[src/rtl/app_pattern_driver.sv]
// Stimulus driver for an approximate-adder error checker. It sweeps 8-bit {b,a} patterns,
// either exhaustively or in LFSR order, and counts and records failures reported on err_in.
module app_pattern_driver (
    input  logic       clk,
    input  logic       rst_n,
    input  logic       start,
    input  logic       mode,
    input  logic [7:0] seed,
    input  logic       abort,
    input  logic       err_in,
    output logic [3:0] a,
    output logic [3:0] b,
    output logic       busy,
    output logic       res_valid,
    input  logic       res_ack,
    output logic [8:0] err_count,
    output logic       first_fail_vld,
    output logic [7:0] first_fail_pat
);

    localparam logic [1:0] ST_IDLE = 2'd0;
    localparam logic [1:0] ST_RUN  = 2'd1;
    localparam logic [1:0] ST_DONE = 2'd2;

    // Maximal-length Fibonacci step, taps 8,6,5,4: visits all 255 nonzero values.
    function automatic logic [7:0] lfsr_next(input logic [7:0] p);
        return {p[6:0], p[7] ^ p[5] ^ p[4] ^ p[3]};
    endfunction

    logic [1:0] state_r, state_s;
    logic [7:0] pat_r, pat_s;
    logic       mode_r, mode_s;
    logic [7:0] cnt_r, cnt_s;
    logic       busy_r, busy_s;
    logic       res_valid_r, res_valid_s;
    logic [8:0] err_count_r, err_count_s;
    logic       ffv_r, ffv_s;
    logic [7:0] ffp_r, ffp_s;
    logic       last_s;

    // The LFSR sweep takes one sample fewer than the exhaustive one, since 8'h00 is skipped.
    always_comb begin
        if (mode_r) begin
            last_s = (cnt_r == 8'd254);
        end else begin
            last_s = (cnt_r == 8'd255);
        end
    end

    // Next-state and next-output logic for the sweep controller.
    always_comb begin
        state_s     = state_r;
        pat_s       = pat_r;
        mode_s      = mode_r;
        cnt_s       = cnt_r;
        busy_s      = busy_r;
        res_valid_s = res_valid_r;
        err_count_s = err_count_r;
        ffv_s       = ffv_r;
        ffp_s       = ffp_r;
        case (state_r)
            ST_IDLE: begin
                if (start) begin
                    if (mode) begin
                        pat_s = (seed == 8'h00) ? 8'h01 : seed;
                    end else begin
                        pat_s = 8'h00;
                    end
                    mode_s      = mode;
                    cnt_s       = 8'd0;
                    err_count_s = 9'd0;
                    ffv_s       = 1'b0;
                    ffp_s       = 8'h00;
                    busy_s      = 1'b1;
                    state_s     = ST_RUN;
                end else begin
                    state_s = ST_IDLE;
                end
            end
            ST_RUN: begin
                if (abort) begin
                    busy_s  = 1'b0;
                    state_s = ST_IDLE;
                end else begin
                    if (err_in) begin
                        err_count_s = err_count_r + 9'd1;
                        if (!ffv_r) begin
                            ffv_s = 1'b1;
                            ffp_s = pat_r;
                        end else begin
                            ffp_s = ffp_r;
                        end
                    end else begin
                        err_count_s = err_count_r;
                    end
                    // The final pattern stays on a/b so the bus reflects the last sample taken.
                    if (last_s) begin
                        busy_s      = 1'b0;
                        res_valid_s = 1'b1;
                        state_s     = ST_DONE;
                    end else begin
                        pat_s = mode_r ? lfsr_next(pat_r) : (pat_r + 8'd1);
                        cnt_s = cnt_r + 8'd1;
                    end
                end
            end
            ST_DONE: begin
                if (res_ack) begin
                    res_valid_s = 1'b0;
                    state_s     = ST_IDLE;
                end else begin
                    res_valid_s = 1'b1;
                end
            end
            default: begin
                busy_s      = 1'b0;
                res_valid_s = 1'b0;
                state_s     = ST_IDLE;
            end
        endcase
    end

    // State and output registers, cleared asynchronously by rst_n.
    always_ff @(posedge clk or negedge rst_n) begin
        if (!rst_n) begin
            state_r     <= ST_IDLE;
            pat_r       <= 8'h00;
            mode_r      <= 1'b0;
            cnt_r       <= 8'd0;
            busy_r      <= 1'b0;
            res_valid_r <= 1'b0;
            err_count_r <= 9'd0;
            ffv_r       <= 1'b0;
            ffp_r       <= 8'h00;
        end else begin
            state_r     <= state_s;
            pat_r       <= pat_s;
            mode_r      <= mode_s;
            cnt_r       <= cnt_s;
            busy_r      <= busy_s;
            res_valid_r <= res_valid_s;
            err_count_r <= err_count_s;
            ffv_r       <= ffv_s;
            ffp_r       <= ffp_s;
        end
    end

    assign a              = pat_r[3:0];
    assign b              = pat_r[7:4];
    assign busy           = busy_r;
    assign res_valid      = res_valid_r;
    assign err_count      = err_count_r;
    assign first_fail_vld = ffv_r;
    assign first_fail_pat = ffp_r;

endmodule

[config.mk]
export PLATFORM = sky130hd
export DESIGN_NAME = app_pattern_driver
export DESIGN_NICKNAME = d
export VERILOG_FILES = /design/src/rtl/app_pattern_driver.sv
export SDC_FILE = /design/constraint.sdc
export NUM_CORES = 1
export LEC_CHECK = 0
export ABC_AREA = 0
export CAP_MARGIN = 20
export CORE_ASPECT_RATIO = 0.75
export CORE_MARGIN = 2
export CORE_UTILIZATION = 55
export CTS_CLUSTER_DIAMETER = 40
export CTS_CLUSTER_SIZE = 8
export DETAILED_ROUTE_END_ITERATION = 16
export PLACE_DENSITY = 0.83
export SLEW_MARGIN = 20
export SYNTH_ARGS = -nofsm -noshare
export SYNTH_HDL_FRONTEND = slang
export SYNTH_SLANG_ARGS = --single-unit
export TNS_END_PERCENT = 100
[constraint.sdc]
create_clock -name clk -period 3.1 [get_ports clk]
set_input_delay 0.31 -clock clk [delete_from_list [all_inputs] [get_ports clk]]
set_output_delay 0.31 -clock clk [all_outputs]
set_load 0.05 [all_outputs]
==> run metrics <==
outcome completed; CTS Hold Bufs 0; first-pass GRT wire length 9.47 mm; Vert. Die Dim 61.2 um; port bufs 42; fraction of the core area covered by cells at the end of the flow 70.4%; CTS sink count 39; number of hold violations in the final report 0; cts bufs inserted 5; GRT Overall Usage 25.3%; Avg WL per Cell 15.9 um; delay contributed by the slowest stage of the critical path 550 ps; sequential group share of total power 36.1%; number of flops mapped to enable cells by yosys 0; CTS clk-pin slew, worst paths 80 ps; drt first pass iters 4; tightest slew margin relative to the limit 42.6%; DRC violations left 0; clock root buffer master sky130_fd_sc_hd__clkbuf_8; kind of capture point of the worst setup path register; power density over the cells 820 nW/um^2; category of the worst setup path launch point register; power dissipated by switching net loads 1.10 mW; Max Fanout on Critical Path 26; capturing point of the worst reg2reg path err_count[6]$_DFFE_PN0P_; Post-Route Setup TNS 0 ps; # resized after CTS 0; setup repair after global routing missed its margin false; final cycle utilization of the critical path 71.9%; global placer's final weighted congestion 0.840; final setup margin 872 ps; fin area 2910 um^2; count of max-cap constraint violations 0; post-route ant nets 0; gate count of the mapped netlist 260; endpoint required time on the critical path 3330 ps; final cell count without fillers 352; leakage power figure 1.17 nW; number of storage elements in the synthesis netlist 39; critical path's slowest cell sky130_fd_sc_hd__or4_1; Layout Area Growth over Synthesis 21.1%; routed wire length 5.61 mm; Yosys cell types 51; Final min period 2230 ps; TritonCTS clock tree done; Fill cells 326; area enclosed by the die boundary 4910 um^2; Row Count 20; smallest hold slack 119 ps; Final HPWL DP 4.05 mm; post-placement cell count 344; cells traversed along the worst timing path inv_1, ha_1, mux2i_1, a21o_2, or4_1, a21oi_1; type of the most critical hold path primary input to async pin; R2R Setup Slk 870 ps; source-to-sink clock delay at the later pin of the worst-skew pair 300 ps; average footprint of a synthesized cell 9.23 um^2; worst setup skew after layout 5.37 ps; nets in the synthesized netlist 281; top flip-flop cell by instance count after synthesis sky130_fd_sc_hd__dfrtp_1; placeable core region 4130 um^2; fin nets 317; Finish-stage setup viols 0; measured slew at the worst slew-check pin 861 ps; grt ovf 0; kind of critical path register to register; Post-Syn Area 2400 um^2; switching share of total power 46.2%; number of max-slew violations in the final report 0; share of flip-flops with an asynchronous set or reset after synthesis 100%; DR iter-0 viols 161; total cell area at the placement stage 2790 um^2; number of global-route vias before repair 1974; cell internal power dissipation 1.28 mW; share of total power in combinational logic 45.9%; dpl ws 879 ps; number of I/O pins 43; x dimension of the die 80.3 um; proportion of power drawn by the clock network 18.0%; routed vias/inst 6.19; Peak VDD IR 502 uV; timing startpoint of the critical path state_r[1]$_DFFE_PN0P_; H-tree depth reported by CTS 2; total power 2.38 mW; worst reg2reg path startpoint state_r[1]$_DFFE_PN0P_; share of synthesized area occupied by flip-flops and latches 40.7%; buffer levels on the longest clock path 2; buffer count from post-CTS setup fixing 0; arrival time at the worst endpoint 2450 ps; highest achievable clock rate 449 MHz; number of antenna cells inserted 0; maximum number of pins on one net before global-route repair 40; layout cell share with drive strength beyond 1 7.41%; starting utilization of the core area 58.1%; Register-to-Register Path Depth 6; number of warnings reported in the yosys synthesis log 0; initial antenna violation count 0; number of vias after detailed routing 2178
power groups by stage:
stage / clock network [mW] / logic, mW / registers [mW]
floorplan: 0 / 0.485 / 1.13
global placement: 0 / 1.06 / 0.855
detailed placement: 0 / 1.09 / 0.861
CTS: 0.437 / 1.10 / 0.852
global route: 0.457 / 1.18 / 0.886
finish: 0.428 / 1.09 / 0.860
layout make-up:
| class | instances | area (um^2) | area share [%] |
|---|---|---|---|
| repair buffers | 44 | 430 | 14.8 |
| clock buffers | 5 | 68.8 | 2.37 |
| inverters | 9 | 33.8 | 1.16 |
| well taps | 55 | 68.8 | 2.37 |
| flip-flops and latches | 39 | 976 | 33.6 |
| multi-input cells | 197 | 1280 | 44.2 |
| clock inverters | 3 | 43.8 | 1.51 |
worst max path at each step:
stage | endpoint
detailed placement | err_count[6]$_DFFE_PN0P_
global placement | err_count[8]$_DFFE_PN0P_
global route | err_count[6]$_DFFE_PN0P_
finish | err_count[6]$_DFFE_PN0P_
CTS | err_count[6]$_DFFE_PN0P_
floorplan | cnt_r[0]$_DFFE_PN0P_
layout by cell type, fill, tap and decap left out, types with 4 or more instances in the layout:
master	instances
sky130_fd_sc_hd__a21oi_1	15
sky130_fd_sc_hd__a22o_1	4
sky130_fd_sc_hd__a22oi_1	9
sky130_fd_sc_hd__and3_1	5
sky130_fd_sc_hd__and4_1	4
sky130_fd_sc_hd__clkbuf_8	5
sky130_fd_sc_hd__clkdlybuf4s50_1	41
sky130_fd_sc_hd__dfrtp_1	39
sky130_fd_sc_hd__ha_1	6
sky130_fd_sc_hd__inv_1	9
sky130_fd_sc_hd__mux2_2	6
sky130_fd_sc_hd__mux2i_1	6
sky130_fd_sc_hd__nand2_1	28
sky130_fd_sc_hd__nand2b_1	13
sky130_fd_sc_hd__nand3_1	12
sky130_fd_sc_hd__nor2_1	6
sky130_fd_sc_hd__nor3_1	5
sky130_fd_sc_hd__o21ai_0	22
sky130_fd_sc_hd__o31ai_1	9
sky130_fd_sc_hd__or4_1	5
cell usage after synthesis, drive strengths merged (2+ instances only):
| cell | number | area share (%) |
|---|---|---|
| ha | 6 | 3.1 |
| o31a | 3 | 1.1 |
| a21o | 3 | 1.0 |
| nor2b | 2 | 0.52 |
| a22o | 4 | 1.5 |
| xor2 | 2 | 0.73 |
| nand3 | 12 | 2.5 |
| or4 | 5 | 1.6 |
| inv | 9 | 1.4 |
| nor4 | 3 | 0.78 |
| nor3b | 2 | 0.63 |
| nand4 | 2 | 0.52 |
| clkbuf | 4 | 0.63 |
| nor3 | 5 | 1.0 |
| xnor2 | 3 | 1.1 |
| mux2 | 6 | 2.8 |
| o31ai | 9 | 2.8 |
| nand2b | 13 | 3.4 |
| or2 | 2 | 0.52 |
| nand2 | 28 | 4.4 |
| dfrtp | 39 | 41 |
| nor2 | 6 | 0.94 |
| a22oi | 9 | 2.8 |
| and3 | 5 | 1.3 |
| buf | 10 | 3.4 |
| o311ai | 2 | 0.73 |
| and4 | 4 | 1.5 |
| a21oi | 15 | 3.1 |
| mux2i | 6 | 2.5 |
| o21ai | 22 | 4.6 |
| o211ai | 2 | 0.63 |
| a211oi | 2 | 0.63 |
logic make-up after synthesis:
logic type / Yosys count / synth area share [%]
buffers and inverters: 24 / 5.79
xor gates and xnor gates: 5 / 1.83
adders and majority gates: 6 / 3.13
DFF: 39 / 40.7
and+or+nand+nor: 95 / 21.4
AOI/OAI and AO/OA: 79 / 21.8
muxes: 12 / 5.32
critical path, delay by kind of cell, from the launching register on:
family / cells / cell delay [ps]
muxes: 1 / 200
DFF: 1 / 400
adders and majority gates: 1 / 380
buffers and inverters: 1 / 80
AOI/OAI and AO/OA: 2 / 540
and+or+nand+nor: 1 / 550
sequential cells by signal (all words and copies together) (netlist names):
| signal | cells |
|---|---|
| cnt_r | 8 |
| mode_r | 1 |
| state_r | 2 |
| first_fail_vld | 1 |
| err_count | 9 |
| busy | 1 |
| pat_r | 8 |
| res_valid | 1 |
| first_fail_pat | 8 |
per-layer routing:
layer  wire length (um)  track usage, %  up-vias
li1                   -               -     1042
met1               2670            34.9     1065
met2               2600            41.0       67
met3                288            4.55        4
met4                 51            8.96        0
met5                  0               0        -
No activity file was read; power rests on OpenSTA's default activity.
